### src/rtl/fpu_add_arbiter.sv
// Two-requester arbiter in front of one shared combinational FP add/sub/compare unit.
// Define FPU_ARB_RR_EN for round-robin grant; otherwise port 0 has fixed priority.
module fpu_add_arbiter #(
    parameter int TAG_W = 4
) (
    input  logic             clock,
    input  logic             reset,

    input  logic             io_req0_valid,
    output logic             io_req0_ready,
    input  logic [31:0]      io_req0_bits_a,
    input  logic [31:0]      io_req0_bits_b,
    input  logic             io_req0_bits_sub,
    input  logic             io_req0_bits_comp,
    input  logic [TAG_W-1:0] io_req0_bits_tag,

    input  logic             io_req1_valid,
    output logic             io_req1_ready,
    input  logic [31:0]      io_req1_bits_a,
    input  logic [31:0]      io_req1_bits_b,
    input  logic             io_req1_bits_sub,
    input  logic             io_req1_bits_comp,
    input  logic [TAG_W-1:0] io_req1_bits_tag,

    output logic [31:0]      io_fpu_a,
    output logic [31:0]      io_fpu_b,
    output logic             io_fpu_sub,
    output logic             io_fpu_comp,
    input  logic [31:0]      io_fpu_y,

    output logic             io_resp0_valid,
    input  logic             io_resp0_ready,
    output logic [31:0]      io_resp0_bits_y,
    output logic [TAG_W-1:0] io_resp0_bits_tag,

    output logic             io_resp1_valid,
    input  logic             io_resp1_ready,
    output logic [31:0]      io_resp1_bits_y,
    output logic [TAG_W-1:0] io_resp1_bits_tag
);

    typedef enum logic [1:0] {S_IDLE, S_EXEC, S_WAIT} state_e;

    state_e                     state_q, state_d;
    logic                       op_src_q, op_src_d;
    logic [31:0]                op_a_q, op_a_d;
    logic [31:0]                op_b_q, op_b_d;
    logic                       op_sub_q, op_sub_d;
    logic                       op_comp_q, op_comp_d;
    logic [TAG_W-1:0]           op_tag_q, op_tag_d;

    logic [1:0]                 slot_valid_q, slot_valid_d;
    logic [1:0][31:0]           slot_y_q, slot_y_d;
    logic [1:0][TAG_W-1:0]      slot_tag_q, slot_tag_d;

`ifdef FPU_ARB_RR_EN
    logic                       rr_ptr_q, rr_ptr_d;  // last accepted port
`endif

    logic [1:0] req_valid;
    logic [1:0] resp_ready;
    logic       op_valid;
    logic       complete;
    logic       can_accept;
    logic       grant;
    logic       accept;

    assign req_valid  = {io_req1_valid, io_req0_valid};
    assign resp_ready = {io_resp1_ready, io_resp0_ready};
    assign op_valid   = (state_q != S_IDLE);

    // NOTE: every signal assigned here gets a default first, so no path can infer a latch.
    always_comb begin
        state_d      = state_q;
        op_src_d     = op_src_q;
        op_a_d       = op_a_q;
        op_b_d       = op_b_q;
        op_sub_d     = op_sub_q;
        op_comp_d    = op_comp_q;
        op_tag_d     = op_tag_q;
        slot_valid_d = slot_valid_q;
        slot_y_d     = slot_y_q;
        slot_tag_d   = slot_tag_q;

        // The held operation retires once its result slot can take the unit's output.
        complete   = op_valid && (!slot_valid_q[op_src_q] || resp_ready[op_src_q]);
        can_accept = !reset && (!op_valid || complete);

`ifdef FPU_ARB_RR_EN
        grant    = (req_valid == 2'b11) ? ~rr_ptr_q : req_valid[1];
        rr_ptr_d = rr_ptr_q;
`else
        grant    = ~req_valid[0];
`endif
        accept = can_accept && req_valid[grant];

        if (accept) begin
            op_src_d  = grant;
            op_a_d    = grant ? io_req1_bits_a    : io_req0_bits_a;
            op_b_d    = grant ? io_req1_bits_b    : io_req0_bits_b;
            op_sub_d  = grant ? io_req1_bits_sub  : io_req0_bits_sub;
            op_comp_d = grant ? io_req1_bits_comp : io_req0_bits_comp;
            op_tag_d  = grant ? io_req1_bits_tag  : io_req0_bits_tag;
`ifdef FPU_ARB_RR_EN
            rr_ptr_d  = grant;
`endif
        end

        // A write takes precedence over a dequeue, so a same-edge pair leaves the slot full.
        for (int n = 0; n < 2; n++) begin
            if (complete && (int'(op_src_q) == n)) begin
                slot_valid_d[n] = 1'b1;
                slot_y_d[n]     = io_fpu_y;
                slot_tag_d[n]   = op_tag_q;
            end else if (slot_valid_q[n] && resp_ready[n]) begin
                slot_valid_d[n] = 1'b0;
            end
        end

        unique case (state_q)
            S_IDLE: begin
                if (accept) state_d = S_EXEC;
            end
            S_EXEC, S_WAIT: begin
                if (accept)        state_d = S_EXEC;
                else if (complete) state_d = S_IDLE;
                else               state_d = S_WAIT;
            end
            default: state_d = S_IDLE;
        endcase
    end

    // NOTE: state uses non-blocking assignments only; result slots are reset too, since
    // their valid bits and visible data must read as zero straight out of reset.
    always_ff @(posedge clock) begin
        if (reset) begin
            state_q      <= S_IDLE;
            op_src_q     <= 1'b0;
            op_a_q       <= '0;
            op_b_q       <= '0;
            op_sub_q     <= 1'b0;
            op_comp_q    <= 1'b0;
            op_tag_q     <= '0;
            slot_valid_q <= '0;
            slot_y_q     <= '0;
            slot_tag_q   <= '0;
`ifdef FPU_ARB_RR_EN
            rr_ptr_q     <= 1'b1;
`endif
        end else begin
            state_q      <= state_d;
            op_src_q     <= op_src_d;
            op_a_q       <= op_a_d;
            op_b_q       <= op_b_d;
            op_sub_q     <= op_sub_d;
            op_comp_q    <= op_comp_d;
            op_tag_q     <= op_tag_d;
            slot_valid_q <= slot_valid_d;
            slot_y_q     <= slot_y_d;
            slot_tag_q   <= slot_tag_d;
`ifdef FPU_ARB_RR_EN
            rr_ptr_q     <= rr_ptr_d;
`endif
        end
    end

    assign io_req0_ready = accept && !grant;
    assign io_req1_ready = accept &&  grant;

    assign io_fpu_a    = op_valid ? op_a_q    : 32'd0;
    assign io_fpu_b    = op_valid ? op_b_q    : 32'd0;
    assign io_fpu_sub  = op_valid && op_sub_q;
    assign io_fpu_comp = op_valid && op_comp_q;

    assign io_resp0_valid    = slot_valid_q[0];
    assign io_resp0_bits_y   = slot_y_q[0];
    assign io_resp0_bits_tag = slot_tag_q[0];
    assign io_resp1_valid    = slot_valid_q[1];
    assign io_resp1_bits_y   = slot_y_q[1];
    assign io_resp1_bits_tag = slot_tag_q[1];

endmodule

### config.mk
export PLATFORM = sky130hd
export DESIGN_NAME = fpu_add_arbiter
export DESIGN_NICKNAME = d
export VERILOG_FILES = /design/src/rtl/fpu_add_arbiter.sv
export SDC_FILE = /design/constraint.sdc
export NUM_CORES = 1
export LEC_CHECK = 0
export CORE_ASPECT_RATIO = 0.8
export CORE_MARGIN = 2
export CORE_UTILIZATION = 45
export DETAILED_ROUTE_END_ITERATION = 10
export GPL_TIMING_DRIVEN = 0
export PLACE_DENSITY = 0.86
export SLEW_MARGIN = 20
export SYNTH_ARGS = -nofsm -noshare
export SYNTH_HDL_FRONTEND = slang
export SYNTH_SLANG_ARGS = --single-unit
### constraint.sdc
create_clock -name clock -period 7.6 [get_ports clock]
set_input_delay 2.28 -clock clock [delete_from_list [all_inputs] [get_ports clock]]
set_output_delay 2.28 -clock clock [all_outputs]
set_load 0.01 [all_outputs]
Word level (Yosys, flattened, before mapping). Cells that the tools add are included.

Latch bits: 0. Memories: 0. Bits in writable memories: 0. Bits in read-only memories: 0. Input port bits: 178. Flip-flop bits (word level): 147. Output and inout port bits: 142.

Multipliers: 0. Shifts and indexed selects: 0. Reduce and logical (&&, ||, !) cells: 21. Muxes and demuxes: 21. Eq/ne operators: 3. Div/mod/pow operators: 0. $lt $le $gt $ge: 2. Bitwise operators: 2. Add/subtract/negate cells: 0.

Operators with widths (count): $mux 32 (4); $mux 1 (12); $logic_and 1x1->1 (11); $mux 2 (3); $reduce_bool 2->1 (3); $lt 1x2->1 const B (2); $mux 4 (1); $pmux 2 s2 (1); $logic_not 1->1 (3); $eq 2x1->1 const B (1); $eq 2x2->1 const B (1); $logic_not 2->1 (1); $logic_or 1x1->1 (2); $ne 2x2->1 const B (1); $not 1->1 (2); $reduce_or 2->1 (1).

Longest topological paths before layout. Gate-level depths: netlist of the first run.

Depth after elaboration: 10. Mapped depth: 8. Mapped depth without buffers: 5.

Worst setup path after synthesis of the first run. OpenSTA, ideal clock, no wires.

Path kind: input port to output port. Start point: input reset. End point: output io_req1_ready. Stages: 6. Path buffers: 3. Path slack: 1937 ps. Data required time: 5320 ps. Data arrival time: 3383 ps. Cells stage by stage: clkbuf_1 o21ba_2 clkbuf_1 and3_1 buf_6 nor2b_1.

Longest elaborated chain between the ends: 4.

Ends and longest elaborated chain: start: declaration (line 7) `input logic reset,`; $logic_not 1->1 (line 87) `can_accept = !reset && (!op_valid || complete);`; $logic_and 1x1->1 (line 87); $logic_and 1x1->1 (line 95) `accept = can_accept && req_valid[grant];`; $logic_and 1x1->1 (line 168) `assign io_req1_ready = accept && grant;`; end: declaration (line 18) `output logic io_req1_ready,`.

Every way passes these cells.

Final worst setup path of the first run.
Start point: input io_resp1_ready. End point: output io_req0_ready.

Longest elaborated chain between the ends: 8.

Ends and longest elaborated chain: start: declaration (line 37) `input logic io_resp1_ready,`; $mux 1 (implied by the code) (2 in a row) (line 86) `complete = op_valid && (!slot_valid_q[op_src_q] || resp_ready[op_src_q]);`; $logic_or 1x1->1 (line 86); $logic_and 1x1->1 (line 86); $logic_or 1x1->1 (line 87); $logic_and 1x1->1 (line 87); $logic_and 1x1->1 (line 95); $logic_and 1x1->1 (line 167) `assign io_req0_ready = accept && !grant;`; end: declaration (line 10) `output logic io_req0_ready,`.

Every way passes these cells. The select of a mux whose other input is x is not followed.

==> results of run 1 <==
-- layer usage --
metal / share of wire [%] / vias up / wire length, um
met1: 42 / 3544 / 10500
li1: - / 3510 / -
met3: 8.6 / 37 / 2150
met4: 2.2 / 0 / 544
met2: 48 / 343 / 12000
met5: 0 / - / 0
-- layout make-up --
cell class | instances | area, sq um | area share (%)
Timing Repair Buffer | 318 | 3180 | 28.6
Clock buffer | 17 | 425 | 3.83
Sequential cell | 147 | 2940 | 26.5
Buffer | 97 | 428 | 3.85
Clock inverter | 15 | 146 | 1.32
Tap cell | 215 | 269 | 2.42
Inverter | 2 | 7.51 | 0.0675
Multi-Input combinational cell | 522 | 3720 | 33.4
-- worst min-delay path, delay by kind of cell (launching register included) --
family / cells / cell delay (ps)
AO/OA/AOI/OAI: 2 / 120
flip-flops: 1 / 300
-- worst max-delay path by stage --
stage                               end  cells past startpoint
after floorplan           io_req1_ready                      6
after global placement    io_req0_ready                      7
after detailed placement  io_req0_ready                      7
after CTS                 io_req0_ready                      7
after global routing      io_req0_ready                      7
final                     io_req0_ready                      7
-- cells by family after synthesis --
logic type,after synthesis
multiplexers,70
flip-flops,147
AO/OA/AOI/OAI,294
buffers and inverters,99
AND/OR/NAND/NOR,156
adder cells (fa/ha/maj),2
-- metrics by stage --
| step | area (sq um) | power [W] | utilization [%] | hold slack (ps) | instances |
|---|---|---|---|---|---|
| 2_1_floorplan | 7100 | 0.00104 | - | 456 | 768 |
| 4_1_cts | 11100 | 0.00205 | 71.3 | 477 | 1333 |
| 3_5_place_dp | 10500 | 0.00123 | 67.6 | 467 | 1301 |
| 6_report | 11100 | 0.00204 | 71.3 | 473 | 1333 |
| 3_3_place_gp | 10500 | 0.00123 | 67.6 | 460 | 1301 |
| 5_1_grt | 11100 | 0.00211 | 71.3 | 493 | 1333 |
-- registers in the layout, indices dropped and copies added, names as in the netlist, 4 cells and up --
register,cells
op_b_q,32
io_resp0_bits_tag,4
io_resp1_bits_tag,4
io_resp0_bits_y,32
op_a_q,32
io_resp1_bits_y,32
op_tag_q,4
-- cell usage in the layout, fill, tap and decap left out, types with 2 or more instances in the layout --
master,count
a211oi_2,70
a21oi_1,77
a31oi_1,70
and3_1,2
buf_1,3
buf_2,3
buf_6,8
clkbuf_1,83
clkbuf_16,17
clkdlybuf4s50_1,318
clkinvlp_4,6
dfxtp_1,147
ha_1,2
inv_1,2
inv_6,4
inv_8,2
mux2i_1,70
nand2b_1,4
nand3_1,74
nor2_1,2
nor2b_1,70
o21ai_0,72
o21ba_2,3
-- where the power goes --
part           total (W)  switching, W  internal (W)  leakage [nW]
Combinational   0.000384      0.000176      0.000208          2.33
Sequential      0.000837     0.0000225      0.000814          1.20
Clock           0.000822      0.000364      0.000458         0.263
Total            0.00204      0.000562       0.00148          3.80
==> impl_metrics.yaml, run 1 <==
status:
  status: "finished, final reports clean"
global_routing:
  globalRouteMet1Util_pct: 36.1
  grtUsageMet3_pct: 9.31
  antenna_found_initial: 0
  grt_max_degree: 17
  busiest_layer: "met2"
  grt_pass1_wl_um: 37300
  use_met2_pct: 48.0
  grt_pass1_vias: 7101
  grt.overflow.total: 0
  grt_usage_pct: 28.8
critical_path:
  r2r_slack_ps: 5200
  critPathMaxStageDelay_ps: 580
  critPathBufInv: 4
  slowest_stage: "clkdlybuf4s50_1"
  worstPathRequired_ps: 5320
  cp_data_arrival_time_ps: 4740
  reg2reg_to: "op_a_q[24]"
  reg2reg_depth: 8
  critPathLaunchType: "input port"
  worstPathCellList: "clkdlybuf4s50_1 > nand4bb_1 > clkbuf_1 > clkbuf_1 > nand3_1 > nor2_1 > clkdlybuf4s50_1"
  cp_top_family: "buffers and inverters"
  timing_worst_setup_path_type: "input port to output port"
  end_kind: "output port"
  startpoint: "io_resp1_ready"
  rr_startpoint: "state_q[0]"
  critical_path.max_fanout: 10
synth:
  synth_mux_area_share_pct: 9.87
  synth_compound_area_share_pct: 29.7
  synth_adder_area_share_pct: 0.353
  synth_top_area_cell: "dfxtp_1"
  synth_area_leaders: "dfxtp_1, a211oi_2, mux2i_1"
  synth_ff_type: "dfxtp_1"
  synth_xor_area_share_pct: 0
  synth_commonest_cells: "dfxtp_1, clkbuf_1, a21oi_1, nand3_1, o21ai_0"
  synth-async-reset-ratio_pct: 0
  synth_seq_cells: 147
  synth-seq-area-share_pct: 41.5
  synth_top_area_share_pct: 41.5
  post-synth-top-count-cell: "dfxtp_1"
  synth_top_family_by_area: "compound AO/OA/AOI/OAI gates"
  ys_warn_count: 0
  syn_area_sq_mm: 0.00710
  synth_cell_type_count: 24
  syn_avg_cell_area_sq_um: 9.24
  synth_cells: 768
  synth_fp_nets: 948
  synth_edf_count: 0
  yosys.area_share.simple_pct: 12.5
clock_network:
  clock_latency_ps: 430
  cts_tree: "yes"
  cts_resized: 0
  path_clk_slew_ps: 60
  hold_buffers: 0
  cts_num_sinks: 147
  clock_path_buffers: 2
  cts_made_buffers: 17
  cts_max_level: 4
  clock-root-buffer: "clkbuf_16"
  cts_setup_buffers: 0
route:
  drtIter0Drc: 587
  routed_wl_um: 25200
  wl_per_cell_um: 18.9
  first_pass_iters: 5
  vias_per_cell: 5.58
  vias: 7434
  final_antenna_net_count: 0
  drt_drc_violations_left: 0
power_and_ir_drop:
  p_leak_nw: 3.80
  p_per_area_mw_per_mm2: 184
  ir_worst_vdd_mv: 0.185
worst_hold_path:
  hold_depth: 2
  hold_end: "io_resp1_bits_y[31]"
  worstHoldStart: "io_resp1_bits_y[31]"
  holdCritPathClass: "register to register"
sta:
  setup_viol: 0
  setup_tns_ps: 0
  worst_pin_slew_ps: 811
  fmax_mhz: 143
  period_needed_ps: 7020
  finClkSkew_ps: 11.1
  finalMaxSlewViolations: 0
  rsz0062_at_grt: "false"
  fin_crit_sh_pct: 92.3
  final-hold-violation-count: 0
  fin_ws_ps: 583
  max-slew-margin-rel_pct: 46.0
layout:
  nets: 1285
  drive_above_1_share_pct: 10.4
  area_growth_pct: 56.7
  n_antenna_cell: 0
  nFillCells: 1218
die:
  ioPinCount: 320
  die-area_sq_mm: 0.0168
  coreArea_sq_mm: 0.0156
  start_util_pct: 45.5
  die_y_um: 116
  die_w_um: 144
  rows: 41
run:
  max_cap_violations: 0
placement:
  port_buffers: 318
  gp_congestion: 0.878
  pre_cts_ws_ps: 597
  hpwl_um: 18500
Power figures use the tool's default switching activity.
==> run 2: changes to the inputs <==
- CORE_MARGIN: 2 -> 10
- CORE_UTILIZATION: 45 -> 47
- CTS_BUF_LIST: not set -> sky130_fd_sc_hd__clkbuf_2 sky130_fd_sc_hd__clkbuf_4 sky130_fd_sc_hd__clkbuf_8
- PLACE_DENSITY: 0.86 -> 0.89
==> impl_metrics.yaml, run 2 (synthesized netlist as in run 1, its figures left out) <==
placement:
  gp_congestion: 0.854
  placed_area_sq_mm: 0.0105
  port_buffers: 318
  hpwl_um: 21100
route:
  wl_met1_um: 11200
  routed_wl_um: 27600
  drtIter0Drc: 517
  vias_per_cell: 5.71
  first_pass_iters: 5
  dr.max_layer_used: "met4"
  drt_drc_violations_left: 0
  final_antenna_net_count: 0
  routed-wl-met3_um: 2890
  vias: 7456
  wl_per_cell_um: 21.2
  wl_met2_um: 13100
power_and_ir_drop:
  power_frac_seq_pct: 43.1
  p_per_area_mw_per_mm2: 176
  p_leak_nw: 3.76
  power.share.combinational_pct: 20.0
  switching_share_pct: 26.5
  ir_worst_vdd_mv: 0.108
  power.internal_w: 0.00142
  p_sw_w: 0.000513
  clockPowerShare_pct: 36.8
worst_hold_path:
  holdCritPathClass: "register to register"
sta:
  setup_viol: 0
  fmax_mhz: 143
  period_needed_ps: 6990
  setup_tns_ps: 0
  worst_pin_slew_ps: 821
  finalMaxSlewViolations: 0
  max-slew-margin-rel_pct: 45.3
  fin_crit_sh_pct: 92.0
  final-hold-violation-count: 0
  rsz0062_at_grt: "false"
  finClkSkew_ps: 14.3
critical_path:
  critPathBufInv: 4
  timing_worst_setup_path_type: "input port to output port"
  critPathMaxStageDelay_ps: 560
  critPathLaunchType: "input port"
  cp_top_family: "buffers and inverters"
  end_kind: "output port"
  worstPathCellList: "clkdlybuf4s50_1 > nand4bb_1 > clkbuf_1 > clkbuf_1 > nand3_1 > nor2_1 > clkdlybuf4s50_1"
  worstPathRequired_ps: 5320
  slowest_stage: "clkdlybuf4s50_1"
  critical_path.max_fanout: 10
  cp_data_arrival_time_ps: 4710
clock_network:
  path_clk_slew_ps: 80
  cts_num_sinks: 147
  clock-root-buffer: "clkbuf_8"
  cts_resized: 0
  cts_max_level: 4
  hold_buffers: 0
  cts_tree: "yes"
  clock_path_buffers: 2
  cts_made_buffers: 17
  clock_latency_ps: 450
  cts_setup_buffers: 0
global_routing:
  grt_pass1_wl_um: 42000
  grt_usage_pct: 25.9
  grt_max_degree: 17
  grt.overflow.total: 0
  antenna_found_initial: 0
  grt_pass1_vias: 7418
layout:
  n_antenna_cell: 0
  nFillCells: 1098
  final_common_cell: "clkdlybuf4s50_1"
  drive_above_1_share_pct: 10.3
  nets: 1285
  layout_common_cells: "clkdlybuf4s50_1, dfxtp_1, clkbuf_1, a21oi_1, nand3_1"
  design_area_sq_mm: 0.0110
  area_growth_pct: 54.7
die:
  die-area_sq_mm: 0.0204
  rows: 40
  die_w_um: 157
  start_util_pct: 47.6
  ioPinCount: 320
  coreArea_sq_mm: 0.0149
  die_y_um: 130
run:
  max_cap_violations: 0
status:
  status: "finished, final reports clean"
-- run 2: changes by cell type in the layout (fill, tap and decap cells not counted) --
cell        change
clkbuf_4        +1
clkinv_4        +1
clkinvlp_4      -3
clkbuf_16      -17
clkbuf_8       +18
inv_6           -3
inv_8           -2
bufinv_16       +4
-- run 2: cell type report --
cell class              count  area, sq um  share of cell area (%)
multi-input cells         522         3720                    33.9
repair buffers            318         3180                    29.0
flip-flops and latches    147         2940                    26.8
plain buffers              97          428                    3.90
clock buffers              19          255                    2.33
well taps                 189          236                    2.15
clock inverters            12          204                    1.86
inverters                   2         7.51                  0.0684
-- run 2: per-stage QoR --
stage | hold WS [ps] | power (W) | instances | setup WS (ps) | util (%)
floorplan | 456 | 0.00104 | 768 | 1940 | -
global placement | 459 | 0.00123 | 1275 | 650 | 70.5
detailed placement | 465 | 0.00124 | 1275 | 668 | 70.5
CTS | 476 | 0.00194 | 1306 | 644 | 73.6
global route | 494 | 0.00201 | 1306 | 522 | 73.6
finish | 476 | 0.00194 | 1306 | 610 | 73.6
-- run 2: power groups by stage --
stage	Combinational [W]	Clock, W	Sequential (W)
global route	0.000416	0.000756	0.000840
CTS	0.000388	0.000718	0.000835
global placement	0.000379	0	0.000850
floorplan	0.000186	0	0.000853
detailed placement	0.000386	0	0.000853
finish	0.000388	0.000713	0.000836
-- run 2: tightest hold or removal path: stages, from the launching register on --
cell and delay (ps):
dfxtp_1 310, o21ai_0 60, a21oi_1 60
-- run 2: per-layer routing --
layer	track usage, %	vias to the layer above
li1	-	3503
met1	31.2	3564
met2	42.8	357
met3	9.41	32
met4	7.46	0
met5	0	-
-- run 2: final timing paths --
check / from / slack, ps / cells after the start / endpoint
setup / recovery: io_resp1_ready / 610 / 7 / io_req0_ready
hold / removal: io_resp0_bits_y[16] / 480 / 2 / io_resp0_bits_y[16]
setup reg to reg: state_q[0] / 5140 / 8 / op_a_q[26]
hold reg to reg: io_resp0_bits_y[16] / 480 / 2 / io_resp0_bits_y[16]
==> run 3: changes to the inputs <==
- CAP_MARGIN: not set -> 20
- GPL_ROUTABILITY_DRIVEN: not set -> 0
- PLACE_DENSITY: 0.89 -> not set
- PLACE_DENSITY_LB_ADDON: not set -> 0.05
==> impl_metrics.yaml, run 3 (synthesized netlist as in run 1, its figures left out) <==
sta:
  setup_viol: 0
  setup_tns_ps: 0
  fmax_mhz: 144
  finClkSkew_ps: 6.54
  rsz0062_at_grt: "false"
  max-slew-margin-rel_pct: 50.6
  finalMaxSlewViolations: 0
  final-hold-violation-count: 0
  fin_crit_sh_pct: 91.2
  fin_ws_ps: 667
  hold_slack_ps: 476
  worst_pin_slew_ps: 740
  period_needed_ps: 6930
layout:
  final_cells: 1308
  nFillCells: 1214
  layout_common_cells: "clkdlybuf4s50_1, dfxtp_1, clkbuf_1, a21oi_1, nand3_1"
  design_area_sq_mm: 0.0109
  drive_above_1_share_pct: 10.4
  nets: 1285
  final_common_cell: "clkdlybuf4s50_1"
  area_growth_pct: 53.6
clock_network:
  hold_buffers: 0
  path_clk_slew_ps: 80
  clock-root-buffer: "clkbuf_8"
  clock_path_buffers: 2
  cts_max_level: 4
  cts_made_buffers: 17
  cts_setup_buffers: 0
  cts_tree: "yes"
  cts_resized: 0
  cts_num_sinks: 147
  clock_latency_ps: 450
global_routing:
  grt_pass1_wl_um: 40200
  antenna_found_initial: 2
  grt.overflow.total: 0
  grt_max_degree: 17
  grt_usage_pct: 24.8
  grt_pass1_vias: 7253
status:
  status: "finished, final reports clean"
placement:
  placed_area_sq_mm: 0.0105
  hpwl_um: 20900
  dp_cells: 1275
  pre_cts_ws_ps: 697
  port_buffers: 318
route:
  first_pass_iters: 5
  drtIter0Drc: 445
  vias_per_cell: 5.59
  vias: 7317
  routed_wl_um: 26800
  final_antenna_net_count: 0
  drt_drc_violations_left: 0
  wl_per_cell_um: 20.5
die:
  rows: 40
  start_util_pct: 47.6
  die_w_um: 157
  coreArea_sq_mm: 0.0149
  die_y_um: 130
  ioPinCount: 320
  die-area_sq_mm: 0.0204
worst_hold_path:
  holdCritPathClass: "register to register"
  hold_depth: 2
  hold_end: "io_resp1_bits_y[15]"
  worstHoldStart: "io_resp1_bits_y[15]"
power_and_ir_drop:
  ir_worst_vdd_mv: 0.134
  p_leak_nw: 3.73
  p_per_area_mw_per_mm2: 167
critical_path:
  r2r_slack_ps: 5190
  end_kind: "output port"
  critical_path.max_fanout: 10
  cp_data_arrival_time_ps: 4650
  timing_worst_setup_path_type: "input port to output port"
  startpoint: "io_resp1_ready"
  rr_startpoint: "state_q[0]"
  worstPathRequired_ps: 5320
  critPathLaunchType: "input port"
  reg2reg_to: "op_b_q[18]"
  reg2reg_depth: 8
run:
  max_cap_violations: 0
run 3: changes by cell type in the layout (fill, tap and decap cells not counted):
cell and delta:
clkbuf_8 -1, diode_2 +1, inv_6 +1, clkinvlp_4 -2, bufinv_16 -3, clkinv_2 +6
run 3: worst max path at each step:
stage               cells past startpoint             to  slack, ps
finish                                  7  io_req0_ready        670
global route                            7  io_req0_ready        510
CTS                                     7  io_req0_ready        680
detailed placement                      7  io_req0_ready        700
global placement                        7  io_req0_ready        700
floorplan                               6  io_req1_ready       1940
run 3: where the power goes:
part / switching (W) / internal [W]
logic: 0.000178 / 0.000208
clock network: 0.000304 / 0.000294
registers: 0.0000212 / 0.000813
total: 0.000503 / 0.00131
run 3: layout make-up:
type,count,area (sq um),area share (%)
antenna,1,2.50,0.0230
buffer,97,428,3.93
clock buffer,18,241,2.22
clock inverter,14,138,1.26
inverter,2,7.51,0.0689
multi-input combinational,522,3720,34.1
sequential,147,2940,27.0
tap,189,236,2.17
timing repair buffer,318,3180,29.2
run 3: critical path, stage by stage:
cell and delay [ps]:
clkdlybuf4s50_1 500, nand4bb_1 170, clkbuf_1 450, clkbuf_1 430, nand3_1 130, nor2_1 120
clkdlybuf4s50_1 570
run 3: routing by layer:
layer | track usage, % | up-vias | part of all wire (%)
met5 | 0 | - | 0.041
met4 | 9.06 | 2 | 2.7
met3 | 11.1 | 45 | 11
met2 | 39.2 | 329 | 45
met1 | 29.3 | 3429 | 41
li1 | - | 3512 | -
run 3: per-stage QoR:
stage,total power [W],utilization (%)
2_1_floorplan,0.00104,-
3_3_place_gp,0.00123,70.5
3_5_place_dp,0.00124,70.5
4_1_cts,0.00183,73.1
5_1_grt,0.00189,73.1
6_report,0.00182,73.1
